<file path="src/rtl/char_r.sv">
// ============================================================================
// Module   : char_r
// Brief    : Serial character receiver (idle-high line, start 0, MSB-first
//            data, stop 1) with a valid/ready holding register. Optional
//            input synchronizer enabled by macro CHAR_R_SYNC_EN.
// Revision : 1.0 - initial release
// ============================================================================
`default_nettype none

module char_r #(
  parameter int DATA_W       = 8,
  parameter int CLKS_PER_BIT = 1
) (
  input  logic              i_clk,
  input  logic              i_rst,
  input  logic              i_rx,
  input  logic              i_ready,
  output logic [DATA_W-1:0] o_data,
  output logic              o_valid,
  output logic              o_frame_err,
  output logic              o_overrun,
  output logic              o_busy
);

  localparam int                 c_bit_w    = $clog2(DATA_W + 1);
  localparam logic [7:0]         c_half     = 8'((CLKS_PER_BIT - 1) / 2);
  localparam logic [7:0]         c_last     = 8'(CLKS_PER_BIT - 1);
  localparam logic [c_bit_w-1:0] c_last_bit = c_bit_w'(DATA_W - 1);

  typedef enum logic [2:0] {
    S_IDLE  = 3'd0,
    S_START = 3'd1,
    S_DATA  = 3'd2,
    S_STOP  = 3'd3,
    S_BREAK = 3'd4
  } state_t;

  logic w_rx;

`ifdef CHAR_R_SYNC_EN
  logic [1:0] r_sync;

  // Flops reset high so a reset never looks like a start bit.
  always_ff @(posedge i_clk) begin
    if (i_rst) begin
      r_sync <= 2'b11;
    end else begin
      r_sync <= {r_sync[0], i_rx};
    end
  end

  assign w_rx = r_sync[1];
`else
  assign w_rx = i_rx;
`endif

  state_t              r_state,     w_state_nxt;
  logic [7:0]          r_clk_cnt,   w_clk_nxt;
  logic [c_bit_w-1:0]  r_bit_cnt,   w_bit_nxt;
  logic [DATA_W-1:0]   r_shift,     w_shift_nxt;
  logic [DATA_W-1:0]   r_data,      w_data_nxt;
  logic                r_valid,     w_valid_nxt;
  logic                r_frame_err, w_ferr_nxt;
  logic                r_overrun,   w_ovr_nxt;

  always_ff @(posedge i_clk) begin
    if (i_rst) begin
      r_state     <= S_IDLE;
      r_clk_cnt   <= 8'd0;
      r_bit_cnt   <= '0;
      r_shift     <= '0;
      r_data      <= '0;
      r_valid     <= 1'b0;
      r_frame_err <= 1'b0;
      r_overrun   <= 1'b0;
    end else begin
      r_state     <= w_state_nxt;
      r_clk_cnt   <= w_clk_nxt;
      r_bit_cnt   <= w_bit_nxt;
      r_shift     <= w_shift_nxt;
      r_data      <= w_data_nxt;
      r_valid     <= w_valid_nxt;
      r_frame_err <= w_ferr_nxt;
      r_overrun   <= w_ovr_nxt;
    end
  end

  always_comb begin
    w_state_nxt = r_state;
    w_clk_nxt   = r_clk_cnt;
    w_bit_nxt   = r_bit_cnt;
    w_shift_nxt = r_shift;
    w_data_nxt  = r_data;
    w_valid_nxt = r_valid & ~i_ready;
    w_ferr_nxt  = 1'b0;
    w_ovr_nxt   = r_overrun;

    case (r_state)
      S_IDLE: begin
        if (!w_rx) begin
          w_bit_nxt = '0;
          w_clk_nxt = 8'd0;
          // With a zero half-bit wait the detecting cycle is the start sample.
          w_state_nxt = (c_half == 8'd0) ? S_DATA : S_START;
        end
      end

      S_START: begin
        if (r_clk_cnt + 8'd1 == c_half) begin
          w_clk_nxt   = 8'd0;
          w_state_nxt = w_rx ? S_IDLE : S_DATA;
        end else begin
          w_clk_nxt = r_clk_cnt + 8'd1;
        end
      end

      S_DATA: begin
        if (r_clk_cnt == c_last) begin
          w_clk_nxt   = 8'd0;
          w_shift_nxt = {r_shift[DATA_W-2:0], w_rx};
          w_bit_nxt   = r_bit_cnt + c_bit_w'(1);
          if (r_bit_cnt == c_last_bit) begin
            w_state_nxt = S_STOP;
          end
        end else begin
          w_clk_nxt = r_clk_cnt + 8'd1;
        end
      end

      S_STOP: begin
        if (r_clk_cnt == c_last) begin
          w_clk_nxt = 8'd0;
          if (w_rx) begin
            // A slot being drained this cycle counts as free.
            if (!r_valid || i_ready) begin
              w_data_nxt  = r_shift;
              w_valid_nxt = 1'b1;
            end else begin
              w_ovr_nxt = 1'b1;
            end
            w_state_nxt = S_IDLE;
          end else begin
            w_ferr_nxt  = 1'b1;
            w_state_nxt = S_BREAK;
          end
        end else begin
          w_clk_nxt = r_clk_cnt + 8'd1;
        end
      end

      S_BREAK: begin
        if (w_rx) begin
          w_state_nxt = S_IDLE;
        end
      end

      default: begin
        w_state_nxt = S_IDLE;
      end
    endcase
  end

  assign o_data      = r_data;
  assign o_valid     = r_valid;
  assign o_frame_err = r_frame_err;
  assign o_overrun   = r_overrun;
  // The start-detecting cycle already counts as busy.
  assign o_busy      = (r_state != S_IDLE) | ~w_rx;

endmodule

`default_nettype wire
</file>
<file path="config.mk">
export PLATFORM = sky130hd
export DESIGN_NAME = char_r
export DESIGN_NICKNAME = d
export VERILOG_FILES = /design/src/rtl/char_r.sv
export SDC_FILE = /design/constraint.sdc
export NUM_CORES = 1
export LEC_CHECK = 0
export ABC_AREA = 1
export CORE_AREA = 4 4 61 69
export CTS_CLUSTER_DIAMETER = 80
export DETAILED_ROUTE_END_ITERATION = 8
export DIE_AREA = 0 0 65 73
export PLACE_DENSITY = 0.79
export RECOVER_POWER = 50
export SLEW_MARGIN = 5
export SYNTH_ARGS = -nofsm -noshare
export SYNTH_HDL_FRONTEND = slang
export SYNTH_SLANG_ARGS = --single-unit
</file>
<file path="constraint.sdc">
create_clock -name i_clk -period 1.35 [get_ports i_clk]
set_input_delay 0.27 -clock i_clk [delete_from_list [all_inputs] [get_ports i_clk]]
set_output_delay 0.27 -clock i_clk [all_outputs]
set_load 0.005 [all_outputs]
</file>
==> results of run 1 <==
[repair_timing]
| item | in CTS | in global routing |
|---|---|---|
| setup endpoints to repair | 37 | 34 |
| gates resized for setup | 66 | 32 |
| pin swaps | 11 | 11 |
| buffers inserted | 5 | 5 |
[power groups by stage]
stage	Combinational, mW	Clock (mW)	Sequential (mW)
final	2.18	1.17	1.23
after global routing	2.32	1.21	1.25
after CTS	1.77	1.16	1.22
after detailed placement	1.49	0	1.24
after global placement	1.45	0	1.24
after floorplan	0.884	0	1.24
[layout make-up]
class,instances,share of cell area
well taps,50,0.0226
flip-flops and latches,34,0.254
clock buffers,5,0.0249
repair buffers,61,0.196
inverters,26,0.0362
multi-input cells,155,0.442
clock inverters,3,0.0249
[cell families after synthesis]
| logic type | synth area share |
|---|---|
| AO/OA/AOI/OAI | 0.177 |
| AND/OR/NAND/NOR | 0.324 |
| flip-flops | 0.399 |
| adder cells (fa/ha/maj) | 0.0220 |
| buffers and inverters | 0.0778 |
[Yosys cell counts]
master,count,area (um^2)
ha_1,3,37.5
buf_2,1,5.00
nand3b_1,1,7.51
clkbuf_1,3,11.3
a21oi_2,2,17.5
a211oi_1,1,7.51
nand3_1,25,125
a22oi_1,1,7.51
o21a_1,1,7.51
o21ai_0,4,20.0
nor3_4,1,16.3
nor2_2,3,18.8
dfxtp_1,34,681
nand2_2,3,18.8
nor2_1,24,90.1
nor3_1,3,15.0
nand3_2,2,20.0
and3_1,1,6.26
nand2_1,41,154
a21oi_4,1,16.3
buf_6,1,11.3
nand4_4,1,21.3
o21bai_1,2,15.0
nor2_8,1,20.0
nor4_1,1,6.26
inv_1,23,86.3
buf_4,1,7.51
a211oi_2,8,100
a21oi_1,22,110
nand2_4,2,22.5
inv_2,3,11.3
nor2_4,1,11.3
[flip-flops by register name, indices dropped and copies added (netlist names)]
| name | flops |
|---|---|
| o_data | 8 |
| o_frame_err | 1 |
| r_bit_cnt | 4 |
| r_shift | 8 |
| o_valid | 1 |
| o_overrun | 1 |
| r_clk_cnt | 8 |
| r_state | 3 |
[layer usage]
layer / up-vias / track usage / share of wire
met5: - / 0 / 0
met4: 0 / 0.110 / 0.030
met3: 18 / 0.0447 / 0.043
met2: 51 / 0.390 / 0.54
met1: 847 / 0.228 / 0.38
li1: 860 / - / -
[path summary, 6_finish.rpt]
check | from | to | slack, ns
max | r_clk_cnt[0] | r_state[0] | -0.25
min | o_data[7] | o_data[7] | 0.46
max reg2reg | r_clk_cnt[0] | r_state[0] | -0.25
min reg2reg | o_data[7] | o_data[7] | 0.46
[metrics by stage]
| step | setup WS [ns] | power, mW | setup TNS (ns) |
|---|---|---|---|
| 3_3_place_gp | -0.241 | 2.69 | -3.58 |
| 3_5_place_dp | -0.317 | 2.73 | -4.58 |
| 6_report | -0.251 | 4.58 | -2.83 |
| 4_1_cts | -0.0840 | 4.15 | -0.655 |
| 2_1_floorplan | -0.00163 | 2.12 | -0.00402 |
| 5_1_grt | -0.355 | 4.77 | -5.01 |
[cells in the final DEF (no fill, tap or decap), types with 3 or more instances in the layout]
cell type,netlist,final
nand3_4,0,3
nor2_1,24,11
nand2_4,2,9
clkbuf_8,0,5
inv_1,23,21
inv_2,3,4
nor2_4,1,4
dlygate4sd2_1,0,12
dfxtp_4,0,5
o21ai_0,4,3
a211oi_2,8,9
buf_12,0,5
dfxtp_1,34,27
nor2_2,3,13
nand2_1,41,29
a21oi_1,22,14
nand3_2,2,15
nand2_2,3,6
a21oi_2,2,10
buf_4,1,40
nand3_1,25,9
[worst max-delay path, delay by kind of cell, from the launching register on]
family | cells | cell delay [ns]
fa+ha+maj | 1 | 0.16
buf+inv | 1 | 0.09
flops | 1 | 0.38
simple gates | 10 | 0.87
==> results.md, run 1 <==
- Status: finished with violations
- Violated checks: negative setup slack
- Dpl hpwl: 2730 um
- Final WL: 5480 um
- Sequential share of power: 0.269
- DR iter-0 viols: 93
- Vias in the first global route: 1,674
- Clock share of power: 0.255
- Pleak: 1.11 nW
- Router iterations before antenna repair: 4
- Max Cap Viol: 0
- R2R depth: 12
- Power Internal: 2.83 mW
- Non-Filler Instances: 334
- Worst Skew: 0.0103 ns
- Multi-input logic area: 0.00122 mm^2
- CP max-delay cell: dfxtp_4
- CTS Hold Bufs: 0
- Area grow syn2layout: 62.2%
- Tmin final: 1.60 ns
- DP Area: 0.00224 mm^2
- Slew of the pin with the lowest slew margin: 0.332 ns
- Fin crit share: 1.19
- CP max stage delay: 0.38 ns
- Seq. cell area: 702 um^2
- Fin. max-slew vios: 0
- Worst Path Max Fanout: 6
- Post-synthesis instance area: 0.00171 mm^2
- Sequential-to-total area share from yosys stat: 0.399
- Post-synthesis register bit count: 34
- Die area: 0.00475 mm^2
- Pin count of the biggest net entering global routing: 23
- Worst min path class: flip-flop to flip-flop
- DR vias: 1,776
- I/O pins: 16
- Placed cell count: 316
- Core area: 0.00354 mm^2
- Starting density of the core: 0.482
- Worst EP arrival: 1.79 ns
- CTS buffer count: 5
- RSZ-0062 raised after global routing: yes
- CTS Sinks: 34
- Relative slew slack: 0.778
- # nets final: 290
- GRT Overall Usage: 0.213
- Global-route wire length before repair: 7650 um
- Final setup vio count: 30
- Die Width: 65 um
- Critical Path End Type: flip-flop
- CP dominant cell by count: nand3_2
- Crit start category: flip-flop
- Die height: 73 um
- CTS tree: built
- Hold Fails Final Rpt: 0
- Final worst setup slack: -0.251 ns
- Design Area, Final: 0.00277 mm^2
- Drt drc: 0
- Port Buffers: 15
- Power share of the combinational group: 0.476
- Number of routed nets with antenna violations: 0
- Finished Core Util: 0.782
- Vias/cell: 5.32
- Synth Net Count: 228
- PD cells: 1660 mW/mm^2
- Site Rows: 23
- Maximum vdd drop: 1340 uV
- CP required: 1.54 ns
- H-Tree Level Count: 2
- CP Class: flip-flop to flip-flop
- GR Overflow Total: 0
- Worst-path cell chain: ha_4 -> nand2_1 -> inv_2 -> nand3_2 -> nand2_1 -> nand3_2 -> nor2_2 -> nand2_2 -> nand2_4 -> nand3_2 -> nand2_2 -> nor2_2
- Bufs on Longest Clock Path: 2
- Layout cells sized above 1: 0.521
- Worst skew pair latency: 0.30 ns
- Routed len/inst: 16.4 um
- Synth warn: 0
- Routability congestion estimate: 0.819
- Ant. Diodes: 0
- FMAX: 0.625 GHz
- Initial antenna violation count: 0
- Syn Area/Cell: 7.72 um^2
- Post-synthesis cell count: 221
- Post-synthesis cell type count: 32
- Net Sw Frac: 0.383
- NetSw: 1.75 mW
- Worst hold path depth: 2
- Fillers: 213
- Reg clk slew, reported paths: 0.07 ns
- Hold_ws: 0.463 ns
- Root Buffer: clkbuf_8
Note: power is estimated with default switching activity, not from simulation.
==> inputs of run 2 (changes only) <==
- CORE_AREA: 4 4 61 69 -> 4 4 56 63
- DIE_AREA: 0 0 65 73 -> 0 0 60 67
- PLACE_DENSITY: 0.79 -> 0.88
- clock period: 1.35 -> 2 ns (I/O delays scaled with it)
==> run 2 against run 1 <==
Sequential share of layout area up 9.4 points. Global-route usage fell by 3.8 points. Register-to-register slack better by 0.49 ns. Combinational power is 69% lower. Worst setup slack better by 0.39 ns. Design area shrank 29%. Critical path depth fell by 9. First-iteration DRC count fell by 54%. Critical path type is now primary input to output port. Final cell count is 18% lower. The flow now finishes without violations.
==> results.md, run 2 (same netlist as run 1, synthesis figures left out) <==
- Leading cell type in the layout, fill and taps excluded: nand2_1
- GR Overflow Total: 0
- Status: completed
- Vias in the first global route: 1,299
- CP required: 1.60 ns
- CP max-delay cell: clkdlybuf4s50_1
- Non-Filler Instances: 275
- Core area: 0.00294 mm^2
- Placed cell count: 268
- Worst Skew: 0.00650 ns
- Die area: 0.00402 mm^2
- Area grow syn2layout: 15.3%
- Worst-path cell chain: clkdlybuf4s50_1 -> nand3_1 -> clkdlybuf4s50_1
- Drt drc: 0
- Crit start category: primary input
- Routed len/inst: 11.6 um
- CTS buffer count: 5
- PD cells: 1020 mW/mm^2
- Hold Fails Final Rpt: 0
- DP Area: 0.00189 mm^2
- Reg clk slew, reported paths: 0.10 ns
- Ant. Diodes: 0
- GRT Overall Usage: 0.175
- Final setup TNS: 0 ns
- R2R depth: 8
- Worst min path class: flip-flop to flip-flop
- Tmin final: 1.86 ns
- Critical Path End Type: output port
- H-Tree Level Count: 2
- Final WL: 3180 um
- Layout cells sized above 1: 0.166
- I/O pins: 16
- Site Rows: 21
- Relative slew slack: 0.716
- Router iterations before antenna repair: 4
- CTS Hold Bufs: 0
- Slew of the pin with the lowest slew margin: 0.427 ns
- Design Area, Final: 0.00197 mm^2
- # nets final: 248
- Number of routed nets with antenna violations: 0
- Die height: 67 um
- FMAX: 0.538 GHz
- Dpl hpwl: 2270 um
- Worst EP arrival: 1.46 ns
- Die Width: 60 um
- Starting density of the core: 0.580
- Pin count of the biggest net entering global routing: 17
- DR iter-0 viols: 43
- Routability congestion estimate: 0.854
- CTS tree: built
- Fillers: 252
- Fin. max-slew vios: 0
- CP max stage delay: 0.52 ns
- Most frequent cells in the layout: nand2_1, dfxtp_1, nand3_1, nor2_1, inv_1
- Pleak: 0.758 nW
- Maximum vdd drop: 847 uV
- Root Buffer: clkbuf_4
- Port Buffers: 15
- Global-route wire length before repair: 5340 um
- Worst Path Max Fanout: 3
- Max Cap Viol: 0
- DR vias: 1,460
- CP dominant cell by count: clkdlybuf4s50_1
- RSZ-0062 raised after global routing: no
- Worst hold path depth: 2
- Fin crit share: 0.930
- Initial antenna violation count: 0
- Bufs on Longest Clock Path: 2
- Vias/cell: 5.31
- CTS Sinks: 34
- CP Class: primary input to output port
- Worst skew pair latency: 0.33 ns
- Final setup vio count: 0
## run 2: cell count changes in the layout (fill, tap and decap cells not counted), moves of 6 or more
cell             before  now
nand3_1               9   25
a21oi_1              14   22
dlygate4sd3_1         0    7
a21oi_2              10    3
buf_4                40    3
dlygate4sd2_1        12    0
nand3_2              15    2
nand2_1              29   41
clkdlybuf4s50_1       2    8
nor2_2               13    3
nand2_4               9    2
nor2_1               11   24
## run 2: path summary, 6_finish.rpt
kind | startpoint | to | slack (ns)
setup / recovery | i_rx | o_busy | 0.14
hold / removal | o_data[0] | o_data[0] | 0.46
setup reg to reg | r_clk_cnt[0] | r_state[0] | 0.24
hold reg to reg | o_data[0] | o_data[0] | 0.46
## run 2: what timing repair did
action | in CTS | in global routing
gates resized for setup | 0 | 2
buffers inserted | 0 | 0
setup endpoints to repair | 0 | 1
## run 2: critical path: cells and delay by family
family / cells / cell delay, ns
buf+inv: 2 / 0.93
simple gates: 1 / 0.13
## run 2: cell type report
| class | count | area [um^2] | share of cell area |
|---|---|---|---|
| tap | 34 | 42.5 | 0.0216 |
| timing repair buffer | 19 | 176 | 0.0898 |
| clock inverter | 1 | 30.0 | 0.0153 |
| inverter | 26 | 97.6 | 0.0496 |
| multi-input combinational | 155 | 885 | 0.450 |
| clock buffer | 6 | 51.3 | 0.0261 |
| sequential | 34 | 683 | 0.348 |
## run 2: layer usage
layer,vias to the layer above,track usage,wire (um)
li1,774,-,-
met1,660,0.204,1440
met2,20,0.286,1560
met3,6,0.0562,125
met4,0,0.0776,60
met5,-,0,0
## run 2: metrics by stage
| step | hold WS [ns] | setup slack [ns] | util | total power, mW |
|---|---|---|---|---|
| floorplan | 0.445 | 0.515 | - | 1.38 |
| global placement | 0.453 | 0.148 | 0.643 | 1.52 |
| detailed placement | 0.456 | 0.144 | 0.643 | 1.53 |
| CTS | 0.471 | 0.0198 | 0.671 | 2.04 |
| global route | 0.477 | 0.0605 | 0.668 | 2.13 |
| finish | 0.465 | 0.141 | 0.668 | 2.01 |
## run 2: report_power, final
part	leakage, nW	internal (mW)	switching, mW
sequential	0.276	0.748	0.0600
clock	0.0443	0.291	0.223
combinational	0.438	0.228	0.456
==> inputs of run 3 (changes only) <==
- PLACE_DENSITY: 0.88 -> 0.82
- SKIP_CTS_REPAIR_TIMING: default -> 1
==> run 3 against run 2 <==
Worst setup slack worse by 0.029 ns. Final cell count grew 0.36%. Register-to-register slack lost 0.07 ns. Combinational power grew 2%. Count of clock-buffer cells in the layout did not move. Critical path type is now flip-flop to output port. Largest power group unchanged.
==> results.md, run 3 (same netlist as run 1, synthesis figures left out) <==
- Status: completed
- Tmin final: 1.89 ns
- CP required: 1.60 ns
- Critical path buffers and inverters: 2
- Max Cap Viol: 0
- Area grow syn2layout: 15.7%
- Bufs on Longest Clock Path: 2
- Placed cell count: 269
- PD cells: 1030 mW/mm^2
- Design Area, Final: 0.00197 mm^2
- Site Rows: 21
- Vias in the first global route: 1,352
- DP Area: 0.00190 mm^2
- CP Class: flip-flop to output port
- Reg clk slew, reported paths: 0.10 ns
- Routability congestion estimate: 0.873
- Worst-path cell chain: inv_2 -> nand3_1 -> clkdlybuf4s50_1
- Drt drc: 0
- Die area: 0.00402 mm^2
- DR iter-0 viols: 46
- Top delay family on crit path: buffers and inverters
- Final WL: 3160 um
- Starting density of the core: 0.580
- Non-Filler Instances: 276
- Most frequent cells in the layout: nand2_1, dfxtp_1, nand3_1, nor2_1, inv_1
- Vias/cell: 5.32
- CP max-delay cell: clkdlybuf4s50_1
- Slew of the pin with the lowest slew margin: 0.413 ns
- Worst min path class: flip-flop to flip-flop
- Router iterations before antenna repair: 4
- I/O pins: 16
- Fin crit share: 0.944
- Die Width: 60 um
- Worst Skew: 0.00901 ns
- Root Buffer: clkbuf_4
- Global-route wire length before repair: 5620 um
- Core area: 0.00294 mm^2
- CP max stage delay: 0.52 ns
- Pin count of the biggest net entering global routing: 20
- FMAX: 0.529 GHz
- Leading cell type in the layout, fill and taps excluded: nand2_1
- RSZ-0062 raised after global routing: no
- GR Overflow Total: 0
- Pleak: 0.753 nW
- # nets final: 249
- Port Buffers: 15
- CTS tree: built
- Hold Fails Final Rpt: 0
- Hold_ws: 0.467 ns
- Relative slew slack: 0.722
- Final setup vio count: 0
- Layout cells sized above 1: 0.165
- H-Tree Level Count: 2
- Worst Path Max Fanout: 6
- CTS buffer count: 5
- Routed len/inst: 11.4 um
- Crit start category: flip-flop
- Ant. Diodes: 0
- DR vias: 1,468
- GRT Overall Usage: 0.186
- Dpl hpwl: 2290 um
- Worst EP arrival: 1.49 ns
- Die height: 67 um
- Worst skew pair latency: 0.34 ns
- Initial antenna violation count: 0
- Fillers: 254
- Number of routed nets with antenna violations: 0
- Maximum vdd drop: 830 uV
- Critical Path End Type: output port
- CTS Sinks: 34
- Fin. max-slew vios: 0
-- run 3: cell count changes in the layout (fill, tap and decap cells not counted) --
cell	change
a21oi_2	-1
dlygate4sd3_1	-2
nand2_4	-1
nand2_1	+1
clkdlybuf4s50_1	+2
a21oi_4	+1
buf_4	+1
-- run 3: cell type report --
type | count | area (um^2) | share of cell area
Clock buffer | 6 | 51.3 | 0.0260
Clock inverter | 1 | 30.0 | 0.0152
Inverter | 26 | 97.6 | 0.0495
Sequential cell | 34 | 683 | 0.346
Timing Repair Buffer | 20 | 184 | 0.0932
Multi-Input combinational cell | 155 | 885 | 0.448
Tap cell | 34 | 42.5 | 0.0216
-- run 3: final timing paths --
path                      from            to  slack [ns]  cells past startpoint
setup / recovery    r_state[1]        o_busy        0.11                      3
setup reg to reg  r_clk_cnt[0]  r_bit_cnt[2]        0.17                      8
hold reg to reg      o_data[6]     o_data[6]        0.47                      2
hold / removal       o_data[6]     o_data[6]        0.47                      2
-- run 3: worst min-delay path, delay by kind of cell (launching register included) --
| family | cells | cell delay, ns |
|---|---|---|
| flip-flops | 1 | 0.32 |
| buffers and inverters | 1 | 0.06 |
| AO/OA/AOI/OAI | 1 | 0.06 |
-- run 3: power by group --
group | switching, mW | total (mW) | leakage (nW) | internal [mW]
registers | 0.0627 | 0.811 | 0.276 | 0.748
clock network | 0.222 | 0.513 | 0.0443 | 0.291
logic | 0.454 | 0.700 | 0.433 | 0.246
-- run 3: stage by stage --
stage,power (mW),utilization,setup TNS (ns),setup WS [ns]
floorplan,1.38,-,0,0.515
global placement,1.54,0.646,0,0.143
detailed placement,1.55,0.646,0,0.120
CTS,2.06,0.673,-0.0134,-0.0134
global route,2.17,0.670,0,0.0106
finish,2.02,0.670,0,0.111
-- run 3: routing by layer --
layer	part of all wire	vias to the layer above	GRT usage	routed length, um
li1	-	771	-	-
met1	0.46	674	0.223	1470
met2	0.48	18	0.305	1530
met3	0.035	5	0.0523	111
met4	0.017	0	0.0748	53
met5	0	-	0	0
==> RTL edit 1, RTL diff (settings of run 1) <==
Register the output `o_overrun` once more, with the module's reset; this adds one clock of latency there. The other outputs are not delayed to match.
--- a/src/rtl/char_r.sv
+++ b/src/rtl/char_r.sv
@@ -163,7 +163,13 @@
   assign o_data      = r_data;
   assign o_valid     = r_valid;
   assign o_frame_err = r_frame_err;
-  assign o_overrun   = r_overrun;
+  always_ff @(posedge i_clk) begin
+    if (i_rst) begin
+      o_overrun <= '0;
+    end else begin
+      o_overrun <= r_overrun;
+    end
+  end
   // The start-detecting cycle already counts as busy.
   assign o_busy      = (r_state != S_IDLE) | ~w_rx;
 
Function: no difference found for any inputs over 10 cycles, from zero or initial values and one cycle with i_rst high; that may be too few to reach the edited logic, so the function may still have changed.
==> RTL edit 1 against run 1 <==
The run still ends with setup timing left. Wire length shrank 31%. Final cell count shrank 2.7%. Total power shrank 19%. Setup slack gained 0.0021 ns. Non-clock buffer count shrank 9. Global-route usage shrank 5.2 points. Area after synthesis shrank 3.5%. Sequential share of layout area grew 4.6 points. Sequential cell count grew 1. Combinational power shrank 29%. Final area shrank 14%. Critical endpoint is now r_state[2]$_SDFFE_PP0P_. Largest power group unchanged. Highest routed layer unchanged.
==> RTL edit 1: results (changes against run 1) <==
Yosys
The share of flip-flops with an asynchronous set or reset after synthesis is 0% (unchanged). The Yosys warning count is 0 (unchanged). The xor-xnor portion of the synthesized cell area is 0.5323% (was 0%). The average cell area after synthesis is 7.445 um2 (was 7.717 um2). The number of distinct library cell variants in the gate-level netlist after synthesis is 31 (was 32). Most frequent cells after synthesis: nand2_1, dfxtp_1, inv_1, nor2_1, a21oi_1 (was nand2_1, dfxtp_1, nand3_1, nor2_1, inv_1). The net count after synthesis is 228 (unchanged). The fraction of synthesized area in multiplexers came to 0% (unchanged). The share of synthesized area occupied by flip-flops and latches is 42.59% (was 39.91%).

Synth area leaders: dfxtp_1, nand2_1, inv_1, nor2_1, a211oi_2 (was dfxtp_1, nand2_1, nand3_1, a21oi_1, a211oi_2). The arithmetic-cell share of the synthesized area counting full adders, half adders and majority gates came to 2.281% (was 2.201%). The complex-gate fraction of the synthesized area is 18.94% (was 17.68%).

The dominant register cell in the synthesized netlist was dfxtp_1 (unchanged).

Cells and area
The number of filler instances in the final layout is 298 (was 213). The fraction of final layout cells sized beyond drive strength 1 came to 37.45% (was 52.11%). The number of antenna repair diodes is 0 (unchanged). The number of nets in the layout came to 282 (was 290). The number of non-filler instances in the completed layout was 325 (was 334).

Placed design
The number of instances in the placed design is 315 (was 316). The post-place setup slack is -0.3515 ns (was -0.3170 ns). The post-DP HPWL is 2626 um (was 2730 um). The port buffer count was 15 (unchanged).

The weighted congestion reported at the end of routability-driven placement was 0.8493 (was 0.8190).

Clock network
The number of H-tree branching levels was 2 (unchanged). The clock edge transition at the registers on the reported setup and hold paths was 0.07 ns (about the same). The number of buffers added by the clock tree synthesis step is 5 (unchanged).

The root buffer cell is clkbuf_8 (unchanged). The maximum clock path buffer count is 2 (unchanged). The clock insertion delay at the later pin of the skew report is 0.28 ns (was 0.30 ns).

GRT
The number of global-route vias before repair was 1506 (was 1674). The overall fraction of global-route tracks in use came to 16.14% (was 21.29%). The wire length of the first global-routing pass is 5996 um (was 7645 um). The largest net degree at the start of global routing came to 17 (was 23).

The number of antenna violations at the first check in global routing is 0 (unchanged).

Worst setup path
The critical-path maximum fanout is 3 (was 6). The endpoint arrival time on the critical path was 1.82 ns (was 1.79 ns). The kind of start point of the critical path is a flip-flop (unchanged).

Route
The iteration count of the initial detailed-routing pass came to 4 (unchanged). The total number of vias was 1590 (was 1776). The routed wire length per instance came to 11.69 um (was 16.40 um).

The violation count after the first detailed-routing iteration came to 47 (was 93).

Timing
The worst slew margin relative to its limit came to 68.32% (was 77.85%). The summed negative setup slack over all endpoints was -4.961 ns (was -2.830 ns). The final count of negative-setup-slack endpoints was 32 (was 30). The worst-case clock skew is 0.001366 ns (was 0.01030 ns). The post-layout worst setup margin is -0.2491 ns (was -0.2512 ns).

Power and ir drop
The reported leakage power is 0.001021 uW (was 0.001109 uW). The worst IR drop on VDD came to 0.0008939 V (was 0.001344 V).

Status
Failing checks: setup timing (unchanged). Status: finished, violations left (unchanged).

Min path
The type of the most critical hold path is reg2reg (unchanged).
RTL edit 1: cell count changes in the layout (fill, tap and decap cells not counted), sizes merged, moves of 2 or more:
cell / change
inv: +10
nor2: +6
a21oi: -5
bufinv: -2
nand3: -15
buf: -9
nand2: -5
nor3: -2
o21ai: +10
RTL edit 1: cell families (layout without fill, tap and decap cells):
logic type      after synthesis  count (layout)
xor+xnor                      1               1
simple gates                 94              94
compound gates               47              47
buf+inv                      41              95
flops                        35              35
fa+ha+maj                     3               3
RTL edit 1: per-layer routing:
layer	part of all wire, %	GRT usage (%)
met5	0	0
met4	1.8	7.746
met3	3.1	3.236
met2	55	30.80
met1	40	16.59
RTL edit 1: power by group:
| group | switching, uW | internal, uW | total, uW |
|---|---|---|---|
| combinational | 812 | 730 | 1540 |
| clock | 348 | 400 | 748 |
| sequential | 196 | 1240 | 1440 |
| total | 1360 | 2370 | 3730 |
RTL edit 1: timing repair:
action                                  4_1_cts  5_1_grt
endpoints found under the setup margin       44       34
pin swaps                                     4        5
buffers inserted                              1        2
resized for setup                            33       23
RTL edit 1: final timing paths:
path	startpoint	endpoint	slack, ns	cells past startpoint
setup / recovery	r_clk_cnt[0]$_SDFFE_PP0P_	r_state[2]$_SDFFE_PP0P_	-0.25	12
hold / removal	r_overrun$_SDFFE_PP0P_	o_overrun$_SDFF_PP0_	0.44	2
setup reg to reg	r_clk_cnt[0]$_SDFFE_PP0P_	r_state[2]$_SDFFE_PP0P_	-0.25	12
hold reg to reg	r_overrun$_SDFFE_PP0P_	o_overrun$_SDFF_PP0_	0.44	2
RTL edit 1: cell type report:
cell class	count	area share (%)
tap	50	2.616
multi-input combinational	145	39.56
inverter	36	5.756
timing repair buffer	52	18.47
sequential	35	29.93
clock inverter	1	0.2093
clock buffer	6	3.454
RTL edit 1: stage by stage:
step / area [um2] / total power, uW / hold WS [ns] / util (%)
global route: 2391 / 3960 / 0.4481 / 67.55
global placement: 2153 / 2659 / 0.4087 / 60.83
floorplan: 1694 / 2173 / 0.3485 / -
finish: 2391 / 3727 / 0.4431 / 67.55
detailed placement: 2153 / 2705 / 0.4145 / 60.83
CTS: 2295 / 3555 / 0.4265 / 64.83
RTL edit 1: worst max-delay path, cell delays in order (launching register included):
cell and delay (ns):
dfxtp_4 0.38, ha_4 0.14, nand2_2 0.08, nor2_4 0.13, nand3_2 0.09, nand2_1 0.07
nand2_1 0.04, nor2_1 0.10, nand2_1 0.11, nand2_2 0.12, buf_4 0.12, nand3_2 0.05
a21oi_2 0.11
==> RTL edit 2, RTL diff (config.mk and constraints of run 1) <==
Made on the original files. Change the parameter `DATA_W` from 8 to 4.
--- a/src/rtl/char_r.sv
+++ b/src/rtl/char_r.sv
@@ -8,7 +8,7 @@
 `default_nettype none
 
 module char_r #(
-  parameter int DATA_W       = 8,
+  parameter int DATA_W       = 4,
   parameter int CLKS_PER_BIT = 1
 ) (
   input  logic              i_clk,
Interface: changed (resized o_data); port bits go from 16 to 12. No check against the original RTL was run, so the function may have changed too.
==> RTL edit 2 against run 1 <==
The flow still finishes with violations (setup timing). Total power down 32%. Via count shrank 20%. Synthesized cell count down 15%. Final area down 25%. Sequential cell count decreased by 9. Critical path depth decreased by 3. Setup slack better by 0.024 ns. Wire length decreased by 31%. Area after synthesis fell by 22%. Die area unchanged. Clock power decreased by 61%. Critical endpoint unchanged. Largest power group unchanged. Highest routed layer unchanged.
==> RTL edit 2: results (changes against run 1) <==
Route
The routed wire length on met2 came to 2164 um (was 2983 um). The via density per instance is 4.886 (was 5.317). The wire length on met3 is 88 um (was 235 um). The violation count after the first detailed-routing iteration came to 37 (was 93).

The total routed wire length on the met1 layer is 1402 um (was 2093 um). The total wirelength of the detailed-routed design is 3754 um (was 5477 um).

Cells and area
The clock network contribution to total cell area is 2.349% (was 4.975%). The register area is 525.5 um2 (was 701.9 um2). The proportion of cell area occupied by multi-input gates is 43.13% (was 44.19%). The number of filler instances in the final layout is 291 (was 213). The number of nets in the layout is 249 (was 290). The relative area of non-clock buffer cells in the final design is 21.57% (was 19.58%). The number of clock buffer instances in the layout came to 3 (was 5). The biggest cell category by area in the final layout is multi-input combinational cells (unchanged).

The fraction of final layout cells sized beyond drive strength 1 is 49.58% (was 52.11%). The number of multi-input combinational cells in the layout is 134 (was 155). The count of plain and timing-repair buffers in the layout is 54 (was 61). The number of non-clock inverters was 23 (was 26).

Yosys
The share of synthesized area occupied by flip-flops and latches is 37.70% (was 39.91%). The number of distinct library cell variants in the gate-level netlist after synthesis came to 30 (was 32). Most frequent cells after synthesis: nand2_1, dfxtp_1, a21oi_1, inv_1, nor2_1 (was nand2_1, dfxtp_1, nand3_1, nor2_1, inv_1).

Synth area leaders: dfxtp_1, nand2_1, a21oi_1, inv_1, nor2_1 (was dfxtp_1, nand2_1, nand3_1, a21oi_1, a211oi_2). The net count after synthesis is 195 (was 228).

Timing
The minimum hold slack came to 0.4438 ns (was 0.4633 ns). The worst-case clock skew is 0.001496 ns (was 0.01030 ns). The final count of negative-setup-slack endpoints is 20 (was 30). The post-layout worst setup margin is -0.2273 ns (was -0.2512 ns).

Status
Status: finished, violations left (unchanged). Failing checks: setup timing (unchanged).

Clock network
The number of cells upsized or downsized after cts is 31 (was 66). The clock edge transition at the registers on the reported setup and hold paths was 0.09 ns (was 0.07 ns). The total setup buffers inserted after CTS is 10 (was 5).

The clock insertion delay at the later pin of the skew report is 0.27 ns (was 0.30 ns).

Placed design
The port buffer count is 11 (was 15). The post-DP HPWL is 2234 um (was 2730 um). The weighted congestion reported at the end of routability-driven placement is 0.9049 (was 0.8190).

Worst setup path
The critical-path maximum fanout is 5 (was 6). The number of cells on the worst reg-to-reg path came to 9 (was 12).

GRT
The wire length of the first global-routing pass is 5478 um (was 7645 um). The met1 track demand over resource in global routing is 15.87% (was 22.83%). The global-route met2 utilization is 29.09% (was 38.98%). The overall fraction of global-route tracks in use is 14.60% (was 21.29%). The met3 capacity usage during global routing is 1.541% (was 4.468%). The number of global-route vias before repair was 1286 (was 1674). The largest net degree at the start of global routing is 16 (was 23).

Power and ir drop
The clock distribution power is 453 uW (was 1170 uW). The combinational logic power is 1660 uW (was 2180 uW). The fraction of power spent switching nets came to 39.97% (was 38.28%). The sequential power is 1010 uW (was 1230 uW).

Min path
The hold path startpoint is r_shift[3]$_SDFFE_PP0P_ (was o_data[7]$_SDFFE_PP0P_).
[RTL edit 2: cell types whose count changed in the layout (fill, tap and decap cells not counted), moves of 6 or more]
cell      delta
a211oi_2     -9
buf_6        +6
dfxtp_1     -14
dfxtp_2      +6
nand2_2      +6
nand3_2     -10
[RTL edit 2: kinds of logic (layout without fill, tap and decap cells)]
family          Yosys count  count (layout)  synth area share (%)
compound gates           39              39                 15.74
xor+xnor                  1               1                0.6599
fa+ha+maj                 4               4                 3.770
buf+inv                  28              81                 9.236
flops                    25              25                 37.70
simple gates             90              90                 32.89
[RTL edit 2: metrics by stage]
| stage | setup WS (ns) | setup TNS (ns) | instance area (um2) | cells |
|---|---|---|---|---|
| CTS | -0.1396 | -0.9813 | 1864 | 286 |
| detailed placement | -0.3710 | -3.783 | 1724 | 273 |
| global placement | -0.3798 | -3.488 | 1724 | 273 |
| finish | -0.2273 | -1.673 | 2077 | 290 |
| floorplan | -0.01138 | -0.01138 | 1363 | 187 |
| global route | -0.3433 | -3.662 | 2077 | 290 |
[RTL edit 2: how the worst max path moves through the flow]
stage,endpoint,slack [ns],cells past startpoint
2_1_floorplan,r_state[1]$_SDFFE_PP0P_,-0.01,10
3_3_place_gp,o_busy,-0.38,5
3_5_place_dp,o_busy,-0.37,5
4_1_cts,r_state[2]$_SDFFE_PP0P_,-0.14,9
5_1_grt,r_state[0]$_SDFFE_PP0P_,-0.34,9
6_report,r_state[0]$_SDFFE_PP0P_,-0.23,9
[RTL edit 2: critical path, cell delays in order (launching register included)]
cell,delay (ns)
dfxtp_4,0.38
inv_6,0.07
ha_4,0.13
nand2_4,0.04
nor2_4,0.16
nor2_2,0.07
or2_4,0.28
nand2_4,0.11
nand3_2,0.09
a21oi_2,0.16
